==> src/rtl/palette_lut_if.sv <==
// Pixel lookup and palette write bus between the pixel generator and palette_lut.
// frame_tick / wr_blink exist only when PALETTE_BLINK_EN is defined.
interface palette_lut_if #(
  parameter int IDX_W   = 5,
  parameter int COLOR_W = 16
) ();
  logic               pix_valid_in;
  logic [IDX_W-1:0]   pix_idx;
  logic               pix_valid_out;
  logic [COLOR_W-1:0] pix_color;
  logic               wr_en;
  logic [IDX_W-1:0]   wr_idx;
  logic [COLOR_W-1:0] wr_color;
  logic               wr_ready;
  logic               init_done;
`ifdef PALETTE_BLINK_EN
  logic               frame_tick;
  logic               wr_blink;
`endif

  modport master (
    output pix_valid_in, pix_idx, wr_en, wr_idx, wr_color,
`ifdef PALETTE_BLINK_EN
    output frame_tick, wr_blink,
`endif
    input  pix_valid_out, pix_color, wr_ready, init_done
  );

  modport slave (
    input  pix_valid_in, pix_idx, wr_en, wr_idx, wr_color,
`ifdef PALETTE_BLINK_EN
    input  frame_tick, wr_blink,
`endif
    output pix_valid_out, pix_color, wr_ready, init_done
  );
endinterface

==> src/rtl/palette_lut.sv <==
// Programmable colour palette: self-loads a default table after reset, then serves
// 2-stage pipelined lookups and run-time writes. Optional blink feature: PALETTE_BLINK_EN.
module palette_lut #(
  parameter int IDX_W   = 5,
  parameter int COLOR_W = 16
`ifdef PALETTE_BLINK_EN
  , parameter int BLINK_W = 6
`endif
) (
  input logic          clk,
  input logic          reset,
  palette_lut_if.slave bus
);
  localparam int DEPTH = 1 << IDX_W;

  typedef enum logic {ST_INIT, ST_RUN} state_e;

  // Index DEPTH-1 is always white, even if it collides with a named colour.
  function automatic logic [COLOR_W-1:0] default_color(input int i);
    logic [15:0] c;
    if (i == DEPTH - 1) begin
      c = 16'hFFFF;
    end else begin
      case (i)
        1:       c = 16'hF800;
        2:       c = 16'h07E0;
        3:       c = 16'h001F;
        4:       c = 16'h000F;
        5:       c = 16'h03E0;
        6:       c = 16'h03EF;
        7:       c = 16'h7800;
        8:       c = 16'h780F;
        9:       c = 16'h7BE0;
        10:      c = 16'hC618;
        11:      c = 16'h7BEF;
        12:      c = 16'h07FF;
        13:      c = 16'hF81F;
        14:      c = 16'hFFE0;
        15:      c = 16'hFD20;
        16:      c = 16'hF81F;
        17:      c = 16'hAFE5;
        default: c = 16'h0000;
      endcase
    end
    return COLOR_W'(c);
  endfunction

  state_e             state_q;
  logic [IDX_W-1:0]   cnt_q;
  logic               init_done_q;
  logic               wr_ready_q;

  logic [COLOR_W-1:0] mem_q [DEPTH];
  logic [COLOR_W-1:0] rd_color_q;
  logic               s1_valid_q;
  logic               pix_valid_q;
  logic [COLOR_W-1:0] pix_color_q;
  logic [COLOR_W-1:0] color_d;

  logic               we_d;
  logic [IDX_W-1:0]   waddr_d;
  logic [COLOR_W-1:0] wdata_d;

`ifdef PALETTE_BLINK_EN
  logic               blink_q [DEPTH];
  logic               rd_blink_q;
  logic               wblink_d;
  logic [BLINK_W-1:0] blink_cnt_q;
`endif

  always_ff @(posedge clk) begin
    if (reset) begin
      state_q     <= ST_INIT;
      cnt_q       <= '0;
      init_done_q <= 1'b0;
      wr_ready_q  <= 1'b0;
    end else if (state_q == ST_INIT) begin
      cnt_q <= cnt_q + 1'b1;
      if (cnt_q == {IDX_W{1'b1}}) begin
        state_q     <= ST_RUN;
        init_done_q <= 1'b1;
        wr_ready_q  <= 1'b1;
      end
    end
  end

  // Single write port shared by the init sequencer and the run-time write bus.
  always_comb begin
    we_d    = 1'b0;
    waddr_d = cnt_q;
    wdata_d = default_color(int'(cnt_q));
`ifdef PALETTE_BLINK_EN
    wblink_d = 1'b0;
`endif
    if (!reset) begin
      if (state_q == ST_INIT) begin
        we_d = 1'b1;
      end else if (bus.wr_en && wr_ready_q) begin
        we_d    = 1'b1;
        waddr_d = bus.wr_idx;
        wdata_d = bus.wr_color;
`ifdef PALETTE_BLINK_EN
        wblink_d = bus.wr_blink;
`endif
      end
    end
  end

  // Read and write share an edge, so a colliding lookup sees the old entry.
  always_ff @(posedge clk) begin
    if (we_d) begin
      mem_q[waddr_d] <= wdata_d;
    end
    rd_color_q <= mem_q[bus.pix_idx];
`ifdef PALETTE_BLINK_EN
    if (we_d) begin
      blink_q[waddr_d] <= wblink_d;
    end
    rd_blink_q <= blink_q[bus.pix_idx];
`endif
  end

`ifdef PALETTE_BLINK_EN
  always_ff @(posedge clk) begin
    if (reset) begin
      blink_cnt_q <= '0;
    end else if (bus.frame_tick) begin
      blink_cnt_q <= blink_cnt_q + 1'b1;
    end
  end

  assign color_d = (blink_cnt_q[BLINK_W-1] && rd_blink_q) ? '0 : rd_color_q;
`else
  assign color_d = rd_color_q;
`endif

  always_ff @(posedge clk) begin
    if (reset) begin
      s1_valid_q  <= 1'b0;
      pix_valid_q <= 1'b0;
      pix_color_q <= '0;
    end else begin
      s1_valid_q  <= bus.pix_valid_in && init_done_q;
      pix_valid_q <= s1_valid_q;
      if (s1_valid_q) begin
        pix_color_q <= color_d;
      end
    end
  end

  assign bus.pix_valid_out = pix_valid_q;
  assign bus.pix_color     = pix_color_q;
  assign bus.wr_ready      = wr_ready_q;
  assign bus.init_done     = init_done_q;
endmodule

==> src/flat_wrapper.sv <==
// flat-port wrapper written by rule: the top's interface ports become plain ports
module palette_lut_flat 
#(
  parameter int IDX_W   = 5,
  parameter int COLOR_W = 16

)
  (clk, reset, bus_pix_valid_in, bus_pix_idx, bus_wr_en, bus_wr_idx, bus_wr_color, bus_pix_valid_out, bus_pix_color, bus_wr_ready, bus_init_done);
  palette_lut_if #(.IDX_W(IDX_W), .COLOR_W(COLOR_W)) bus_i ();
  input logic clk;
  input logic reset;
  input wire logic [$bits(bus_i.pix_valid_in)-1:0] bus_pix_valid_in;
  input wire logic [$bits(bus_i.pix_idx)-1:0] bus_pix_idx;
  input wire logic [$bits(bus_i.wr_en)-1:0] bus_wr_en;
  input wire logic [$bits(bus_i.wr_idx)-1:0] bus_wr_idx;
  input wire logic [$bits(bus_i.wr_color)-1:0] bus_wr_color;
  output wire logic [$bits(bus_i.pix_valid_out)-1:0] bus_pix_valid_out;
  output wire logic [$bits(bus_i.pix_color)-1:0] bus_pix_color;
  output wire logic [$bits(bus_i.wr_ready)-1:0] bus_wr_ready;
  output wire logic [$bits(bus_i.init_done)-1:0] bus_init_done;
  assign bus_i.pix_valid_in = bus_pix_valid_in;
  assign bus_i.pix_idx = bus_pix_idx;
  assign bus_i.wr_en = bus_wr_en;
  assign bus_i.wr_idx = bus_wr_idx;
  assign bus_i.wr_color = bus_wr_color;
  assign bus_pix_valid_out = bus_i.pix_valid_out;
  assign bus_pix_color = bus_i.pix_color;
  assign bus_wr_ready = bus_i.wr_ready;
  assign bus_init_done = bus_i.init_done;
  palette_lut #(.IDX_W(IDX_W), .COLOR_W(COLOR_W)) u_core (.clk(clk), .reset(reset), .bus(bus_i));
endmodule
==> config.mk <==
export PLATFORM = sky130hd
export DESIGN_NAME = palette_lut_flat
export DESIGN_NICKNAME = d
export VERILOG_FILES = /design/src/rtl/palette_lut_if.sv /design/src/rtl/palette_lut.sv /design/src/flat_wrapper.sv
export SDC_FILE = /design/constraint.sdc
export NUM_CORES = 1
export LEC_CHECK = 0
export ABC_CLOCK_PERIOD_IN_PS = 4700
export BUFFER_PORTS_ARGS = -buffer_cell sky130_fd_sc_hd__buf_4
export CAP_MARGIN = 10
export CORE_MARGIN = 3
export CORE_UTILIZATION = 30
export CTS_BUF_LIST = sky130_fd_sc_hd__clkbuf_4 sky130_fd_sc_hd__clkbuf_8
export DETAILED_ROUTE_END_ITERATION = 12
export HOLD_SLACK_MARGIN = 0.02
export SYNTH_ARGS = -nofsm -noshare
export SYNTH_HDL_FRONTEND = slang
export SYNTH_SLANG_ARGS = --single-unit
==> constraint.sdc <==
create_clock -name clk -period 4.7 [get_ports clk]
set_clock_uncertainty 0.2 [all_clocks]
set_input_delay 1.41 -clock clk [delete_from_list [all_inputs] [get_ports clk]]
set_output_delay 1.41 -clock clk [all_outputs]
set_load 0.02 [all_outputs]
* After elaboration in Yosys (flattened, before gate mapping)
Memories as Yosys holds them, arrays and structs flattened. A register that Yosys moved wholly into a read port is not among the register bits.
Cells that the tools add are included.
** Word-level totals
- Memories :: 2
- Memory bits (read-only) :: 512
- Input port bits :: 30
- Output and inout port bits :: 19
- Word-level logic and storage cells :: 31
- Flip-flop bits (word level) :: 25
- Memory bits (writable) :: 512
** Memory list
- (name not given) :: depth 32, width 16, read ports 1, clocked after memory_dff 1, wr ports 0, line palette_lut.sv:24 : case (i)
- u_core.mem_q :: depth 32, width 16, read ports 1, clocked after memory_dff 1, wr ports 1, line palette_lut.sv:53 : logic [COLOR_W-1:0] mem_q [DEPTH];
** Cells by class
- Bitwise operators :: 1
- Equal/unequal tests :: 2
- Reductions and logical operators :: 3
- Add/sub/neg operators :: 1
- Multiplexer cells :: 16
** Operators by type and width (count)
- 16-bit 2-to-1 mux :: 4
- 5-bit 2-to-1 mux :: 5
- 1-bit 2-to-1 mux :: 7
- 5-bit by 1-bit adder with 5-bit output (second input constant) :: 1
- 5-bit by 1-bit == test with 1-bit output (second input constant) :: 1
- 5-bit == test (second input constant) :: 1
- 1-bit logical AND :: 2
- 2-bit AND reduction :: 1
- 1-bit NOT :: 1

* Longest topological paths before layout
Gate-level depths: netlist of the first run.
- Word-level depth :: 6
- Depth in mapped cells :: 10
- Depth with buffers taken out :: 9

* Worst setup path before layout of the first run
OpenSTA, ideal clock, no wires.
- Path type :: input-to-reg
- Start :: in reset
- End :: mem u_core.mem_q[0][11], data pin
- Slack :: 960 ps
- Cell stages on the path :: 6
- Arrival time :: 3189 ps
- Cell sequence :: clkbuf_1 -> and4b_1 -> clkbuf_1 -> clkbuf_1 -> nor3_1 -> nor2_1
** Between the ends
- Longest elaborated chain between the ends :: 1
** RTL lines
- from (decl) :: line flat_wrapper.sv:11 : input logic reset;
- 16-bit 2-to-1 mux :: line palette_lut.sv:95 : if (!reset) begin
- via u_core.wdata_d[11] :: line palette_lut.sv:62 : logic [COLOR_W-1:0] wdata_d;
- to (decl) :: line palette_lut.sv:53
The timed path passes the listed nets, and every way through them passes these cells.

==> results.md, run 1 <==
| Group | Item | This run |
|---|---|---|
| detailed routing | Drt total wl | 52400 µm |
| grt | Initial antenna violation count | 4 |
| hold path | Hold path startpoint | u_core.color_d[13]$_DFF_P_ |
| grt | Pin count of the biggest net entering global routing | 65 |
| grt | First-pass GRT wire length | 77300 µm |
| sta | Tightest Pin Transition | 1060 ps |
| synth | Post-synthesis instance area | 21700 µm² |
| clock network | Clock input transition at the sequential cells of the worst setup and hold paths | 60 ps |
| setup path | Data arrival time at the worst-slack endpoint | 3590 ps |
| clock network | Post-CTS setup repair buffer count | 0 |
| pwr | Combinational share of power | 6.5% |
| synth | Main area contributors after synthesis | edfxtp_1 71%, mux4_2 13%, dfxtp_1 4.9% |
| sta | Final setup violation count | 0 |
| placed design | Estimated wirelength of the detail-placed design | 32800 µm |
| run status | Status | completed |
| finish | Number of filler cells placed in the layout | 6573 |
| floorplanning | Die area | 75600 µm² |
| synth | Number of register bits inferred by synthesis | 565 |
| finish | Post-layout nets | 1280 |
| setup path | Worst Setup End Kind | flip-flop |
| pwr | Clock Power Share | 39.7% |
| synth | Most frequent cell after synthesis | edfxtp_1 |
| detailed routing | Routed vias | 11133 |
| synth | Portion of synthesized cell area occupied by the leading cell type | 70.9% |
| grt | Busiest layer in global routing | met2 |
| synth | Yosys top cell by area | edfxtp_1 |
| pwr | Switching share of power | 22.3% |
| floorplanning | Initial Utilization | 30.6% |
| synth | Most common flop cell mapped by yosys | edfxtp_1 |
| sta | Relative slew slack | 28.9% |
| pwr | Internal Dissipation | 8.21 mW |
| detailed routing | DR iter-0 viols | 1112 |
| synth | Synthesized net count | 1137 |
| setup path | Start point of the critical path | bus_pix_idx[1] |
| floorplanning | Width of the chip | 275 µm |
| floorplanning | Die Y-Extent | 275 µm |
| setup path | Type of origin of the critical path | input pin |
| setup path | Required time at the worst-slack endpoint | 4940 ps |
| detailed routing | Post-detailed-route wirelength per cell | 23.2 µm |
| synth | Average instance area after synthesis | 19.8 µm² |
| setup path | Worst R2R Start | u_core.cnt_q[1]$_SDFFE_PP0N_ |
| pwr | Static Leakage | 8.27 nW |
| pwr | Worst ir drop on vdd | 0.185 mV |
| placed design | Input/output buffers | 48 |
| floorplanning | Number of I/O pins | 49 |
| clock network | Clock sinks | 565 |
| synth | Sequential cell area fraction in the yosys report | 75.8% |
| sta | Number of hold-slack violations in the final timing report | 0 |
| placed design | Final Wtd Congestion | 0.840 |
| clock network | Number of buffers on the longest clock path | 3 |
| pwr | Sequential share of power | 53.8% |
| detailed routing | Remaining DRCs | 0 |
| hold path | Worst Hold Class | flip-flop to flip-flop |
| finish | Fraction of final layout cells sized beyond drive strength 1 | 31.0% |
| synth | Synth top cells by count | 512 x edfxtp_1, 128 x mux4_2, 78 x nor2_1, 66 x o22ai_1, 53 x dfxtp_1 |
| detailed routing | Detailed-route vias per instance | 4.94 |
| pwr | Power Density | 417 nW/µm² |
| synth | Number of warnings printed during yosys synthesis | 0 |
| grt | Met1 routing resource usage after global routing | 18.9% |
| grt | Number of global-route vias before repair | 11358 |
| detailed routing | Antenna Violating Nets Remaining | 0 |
| sta | Setup total negative slack | 0 ps |
| floorplanning | Number of placement rows | 97 |
| setup path | Crit Path Category | input pin to flip-flop |
| pwr | Final Total Pwr | 10.6 mW |
| detailed routing | First-pass DRT Iterations | 5 |
| synth | Number of flops mapped to enable cells by yosys | 512 |
| grt | Met2 Use GR | 21.4% |
| grt | Residual overflow from global routing | 0 |
| clock network | Number of buffers created by CTS | 91 |
| sta | Count of pins over their slew limit | 0 |
| floorplanning | Area of the placeable core | 70900 µm² |
| sta | Highest attainable clock frequency | 0.298 GHz |
| sta | Unrepaired setup endpoints after global routing | false |
| clock network | Root buffer selected by CTS | clkbuf_8 |
| synth | Count of distinct cell types in the synthesized netlist | 60 |
| synth | Share of synthesized registers carrying an async set or reset | 0% |
| setup path | CP Max Fanout | 64 |
| finish | Area Overhead vs Synth | 16.7% |
| synth | Cells after Synth | 1098 |
| hold path | Hold path cells | 2 |
| clock network | Hold buffer count at cts | 0 |
| clock network | H-tree lvl count | 3 |
| clock network | Number of gates resized after CTS | 0 |
| sta | Minimum clock period after layout | 3350 ps |
| grt | Global routing usage summed across all routing layers | 14.0% |
| flow run | Max-cap violations | 0 |
| clock network | CTS tree | built |
| clock network | Clock Latency Late Sink | 660 ps |
| grt | Met3 GRT Util | 4.68% |
| setup path | Length in cells of the worst reg-to-reg path | 6 |
| pwr | P_sw | 2.36 mW |
| sta | Post-route clock period utilization | 71.4% |
[per-stage QoR]
stage	hold WS, ps	worst slack, ps	std cells	instance area (µm²)	utilization [%]
final	275	1350	2254	25300	35.7
after global routing	301	1340	2252	25300	35.7
after CTS	276	1540	2252	25300	35.7
after detailed placement	259	853	2088	23500	33.2
after global placement	250	877	2088	23500	33.2
after floorplan	240	960	1098	21700	-
[worst max-delay path, cell delays in order]
cell and delay (ps):
buf_4 330, buf_12 390, mux4_2 300, o22ai_1 150, nor4_1 920
[per-layer routing]
| metal | vias to the layer above | part of all wire, % |
|---|---|---|
| li1 | 4803 | - |
| met1 | 5796 | 42 |
| met2 | 438 | 47 |
| met3 | 90 | 8.8 |
| met4 | 6 | 2.5 |
| met5 | - | 0.088 |
[registers in the layout, indices dropped and copies added, names as in the netlist, named ones only]
name,count
u_core.bus.init_done,1
u_core.bus.pix_valid_out,1
u_core.mem_q,512
u_core.bus.pix_color,16
u_core.s1_valid_q,1
u_core.color_d,16
u_core.cnt_q,5
u_core.state_q,1
[final timing paths]
| kind | slack (ps) | end |
|---|---|---|
| worst max-delay path | 1350 | u_core.color_d[0]$_DFF_P_ |
| worst min-delay path | 270 | u_core.bus.pix_color[13]$_SDFFE_PP0P_ |
| worst max register to register | 1610 | u_core.mem_q[8][6]$_DFFE_PP_ |
| worst min register to register | 270 | u_core.bus.pix_color[13]$_SDFFE_PP0P_ |
[power groups by stage]
stage	logic, mW	registers (mW)	clock network [mW]
after global placement	0.681	5.78	0
after CTS	0.698	5.68	4.29
after global routing	0.736	5.69	4.54
final	0.685	5.68	4.20
after floorplan	0.379	5.77	0
after detailed placement	0.697	5.79	0
[layout make-up]
| type | count | area [µm²] | area share (%) |
|---|---|---|---|
| Antenna cell | 2 | 5.00 | 0.0198 |
| Clock buffer | 134 | 1640 | 6.47 |
| Clock inverter | 30 | 183 | 0.721 |
| Inverter | 8 | 38.8 | 0.153 |
| Multi-Input combinational cell | 464 | 4930 | 19.5 |
| Sequential cell | 565 | 16400 | 64.9 |
| Tap cell | 940 | 1180 | 4.64 |
| Timing Repair Buffer | 111 | 915 | 3.61 |
[cell families after synthesis]
| kind of cell | Yosys count | share of synthesized area, % |
|---|---|---|
| flops | 565 | 75.8 |
| buf+inv | 69 | 1.60 |
| xor+xnor | 5 | 0.323 |
| compound gates | 117 | 3.52 |
| simple gates | 185 | 4.04 |
| mux | 148 | 14.2 |
| fa+ha+maj | 9 | 0.519 |
[layout by cell type (no fill, tap or decap), drive strengths merged, types with 3 or more instances in the layout]
master   count
nor4        16
inv          6
a2bb2oi      3
o21ai       18
xnor2        3
mux2i       20
clkbuf     135
ha           9
edfxtp     512
clkinv      28
buf        110
dfxtp       53
nor2b        4
a21oi        9
nand2b       4
o22ai       66
nand3        6
mux4       128
nor2        78
nand2       48
nor3         7
or3b         3
or2          3
nand3b       6
Note: power is estimated with default switching activity, not from simulation.
==> run 2: changes to the inputs <==
--- a/config.mk
+++ b/config.mk
@@ -5,7 +5,7 @@
 export SDC_FILE = /design/constraint.sdc
 export NUM_CORES = 1
 export LEC_CHECK = 0
-export ABC_CLOCK_PERIOD_IN_PS = 4700
+export ABC_CLOCK_PERIOD_IN_PS = 3400
 export BUFFER_PORTS_ARGS = -buffer_cell sky130_fd_sc_hd__buf_4
 export CAP_MARGIN = 10
 export CORE_MARGIN = 3
==> constraint.sdc (replaced) <==
create_clock -name clk -period 3.4 [get_ports clk]
set_clock_uncertainty 0.2 [all_clocks]
set_input_delay 1.02 -clock clk [delete_from_list [all_inputs] [get_ports clk]]
set_output_delay 1.02 -clock clk [all_outputs]
set_load 0.02 [all_outputs]
==> results.md, run 2 (synthesized netlist as in run 1, its figures left out) <==
| Group | Item | This run |
|---|---|---|
| flow run | Max-cap violations | 0 |
| finish | Post-layout nets | 1337 |
| floorplanning | Number of I/O pins | 49 |
| sta | Final setup violation count | 0 |
| sta | Count of pins over their slew limit | 0 |
| grt | Pin count of the biggest net entering global routing | 36 |
| sta | Highest attainable clock frequency | 0.318 GHz |
| sta | Tightest Pin Transition | 1250 ps |
| setup path | Cell family with most CP delay | compound AO/OA/AOI/OAI gates |
| finish | Area of the multi-input gates | 4930 µm² |
| clock network | Hold buffer count at cts | 0 |
| setup path | CP Max Fanout | 9 |
| grt | Met2 Use GR | 21.0% |
| hold path | Worst Hold Class | flip-flop to flip-flop |
| setup path | Combined buffer and inverter count along the critical path | 1 |
| detailed routing | First-pass DRT Iterations | 5 |
| floorplanning | Area of the placeable core | 70900 µm² |
| sta | Number of hold-slack violations in the final timing report | 0 |
| clock network | Clock sinks | 565 |
| hold path | Hold path startpoint | u_core.color_d[5]$_DFF_P_ |
| sta | Hold_ws | 272 ps |
| setup path | Largest stage delay on the critical path | 540 ps |
| finish | Number of standard cells in the layout, taps in and fillers out | 2311 |
| setup path | Number of stages on the worst setup path | 9 |
| pwr | Static Leakage | 8.62 nW |
| clock network | Number of gates resized after CTS | 0 |
| sta | Relative slew slack | 16.7% |
| clock network | Root buffer selected by CTS | clkbuf_8 |
| floorplanning | Die area | 75600 µm² |
| sta | Minimum setup slack in the final design | 257 ps |
| detailed routing | Detailed-route vias per instance | 4.92 |
| grt | First-pass GRT wire length | 77800 µm |
| clock network | Post-CTS setup repair buffer count | 0 |
| run status | Status | completed |
| sta | Setup total negative slack | 0 ps |
| finish | Final core utilization | 36.7% |
| setup path | Worst R2R Start | u_core.cnt_q[0]$_SDFFE_PP0N_ |
| setup path | Crit Path Category | flip-flop to flip-flop |
| placed design | Placement Cell Area | 24200 µm² |
| hold path | Sink of the worst hold path | u_core.bus.pix_color[5]$_SDFFE_PP0P_ |
| grt | Number of global-route vias before repair | 11551 |
| floorplanning | Die Y-Extent | 275 µm |
| setup path | Worst path cell trace | ha_1 > and3_1 > ha_1 > mux2i_2 > or2_1 > inv_4 > a2111oi_1 > a41oi_1 > o21ai_1 |
| placed design | Input/output buffers | 48 |
| finish | Most frequent standard cell in the layout excluding fill and tap cells | edfxtp_1 |
| clock network | CTS tree | built |
| detailed routing | Antenna Violating Nets Remaining | 0 |
| setup path | Master of the slowest instance on the critical path | dfxtp_1 |
| clock network | Clock input transition at the sequential cells of the worst setup and hold paths | 60 ps |
| finish | Area Overhead vs Synth | 19.9% |
| placed design | Setup WS pre-CTS | 124 ps |
| grt | Residual overflow from global routing | 0 |
| pwr | Worst ir drop on vdd | 0.236 mV |
| detailed routing | Remaining DRCs | 0 |
| grt | Global routing usage summed across all routing layers | 14.1% |
| detailed routing | Post-detailed-route wirelength per cell | 22.8 µm |
| finish | Number of flip-flops in the largest register | 512 |
| floorplanning | Initial Utilization | 30.6% |
| sta | Unrepaired setup endpoints after global routing | false |
| setup path | Worst Setup End Kind | flip-flop |
| hold path | Hold path cells | 2 |
| finish | Register area | 16400 µm² |
| setup path | Most common cell on crit path | ha_1 |
| detailed routing | Drt total wl | 52700 µm |
| finish | Most flop-heavy register | u_core.mem_q |
| grt | Met3 GRT Util | 3.86% |
| pwr | Power Density | 563 nW/µm² |
| placed design | Final Wtd Congestion | 0.885 |
| floorplanning | Number of placement rows | 97 |
| pwr | Final Total Pwr | 14.7 mW |
| floorplanning | Width of the chip | 275 µm |
| clock network | H-tree lvl count | 3 |
| placed design | Estimated wirelength of the detail-placed design | 33600 µm |
| setup path | Type of origin of the critical path | flip-flop |
| setup path | Required time at the worst-slack endpoint | 3770 ps |
| sta | Post-route clock period utilization | 92.4% |
| grt | Met1 routing resource usage after global routing | 20.3% |
| sta | Minimum clock period after layout | 3140 ps |
| finish | Finished layout cell area | 26000 µm² |
| grt | Busiest layer in global routing | met2 |
| grt | Initial antenna violation count | 2 |
| placed design | Placed instance count | 2147 |
| finish | Fraction of final layout cells sized beyond drive strength 1 | 33.7% |
| setup path | Reg2Reg Setup Slack | 260 ps |
| clock network | Number of buffers on the longest clock path | 3 |
| finish | Most frequent cells in the layout | 512 x edfxtp_1, 142 x buf_4, 128 x mux4_2 |
| detailed routing | Routed vias | 11379 |
| setup path | Length in cells of the worst reg-to-reg path | 9 |
| finish | Number of filler cells placed in the layout | 6563 |
| clock network | Number of buffers created by CTS | 89 |
| setup path | Data arrival time at the worst-slack endpoint | 3510 ps |
| clock network | Clock Latency Late Sink | 660 ps |
| detailed routing | DR iter-0 viols | 1074 |
==> run 2: changes by cell type in the layout (fill, tap and decap cells not counted) <==
cell       previous run  this run
buf_4               104       142
buf_12                6        27
clkbuf_4             33        24
clkinv_2              9        17
clkbuf_8            102        96
bufinv_16             2         5
clkinv_1             18        21
diode_2               2         1
==> run 2: report_power, final <==
part / internal, mW / switching (mW)
clock network: 3.23 / 2.58
registers: 7.81 / 0.0307
logic: 0.353 / 0.649
total: 11.4 / 3.26
==> run 2: per-layer routing <==
layer  vias to the layer above  share of wire (%)
li1                       4918                  -
met1                      5905                 44
met2                       494                 45
met3                        60                8.8
met4                         2                1.6
met5                         -              0.025
==> run 2: area by class of cell <==
class / instances / area share, %
Inverter: 8 / 0.149
Clock buffer: 119 / 5.72
Multi-Input combinational cell: 464 / 19.0
Tap cell: 940 / 4.52
Sequential cell: 565 / 63.2
Clock inverter: 44 / 1.25
Timing Repair Buffer: 170 / 6.23
Antenna cell: 1 / 0.00962
==> run 2: worst max-delay path by stage <==
stage | startpoint | to | slack [ps]
after floorplan | reset | u_core.mem_q[0][11]$_DFFE_PP_ | 50
after global placement | reset | u_core.mem_q[15][12]$_DFFE_PP_ | 150
after detailed placement | reset | u_core.mem_q[12][12]$_DFFE_PP_ | 120
after CTS | u_core.cnt_q[0]$_SDFFE_PP0N_ | flip-flop | 300
after global routing | u_core.cnt_q[0]$_SDFFE_PP0N_ | flip-flop | 170
final | u_core.cnt_q[0]$_SDFFE_PP0N_ | flip-flop | 260
==> run 2: worst reg2reg max path: stages, from the launching register on <==
cell and delay (ps):
dfxtp_1 540, ha_1 330, and3_1 190, ha_1 250, mux2i_2 310, or2_1 370, inv_4 90, a2111oi_1 500
a41oi_1 140, o21ai_1 150
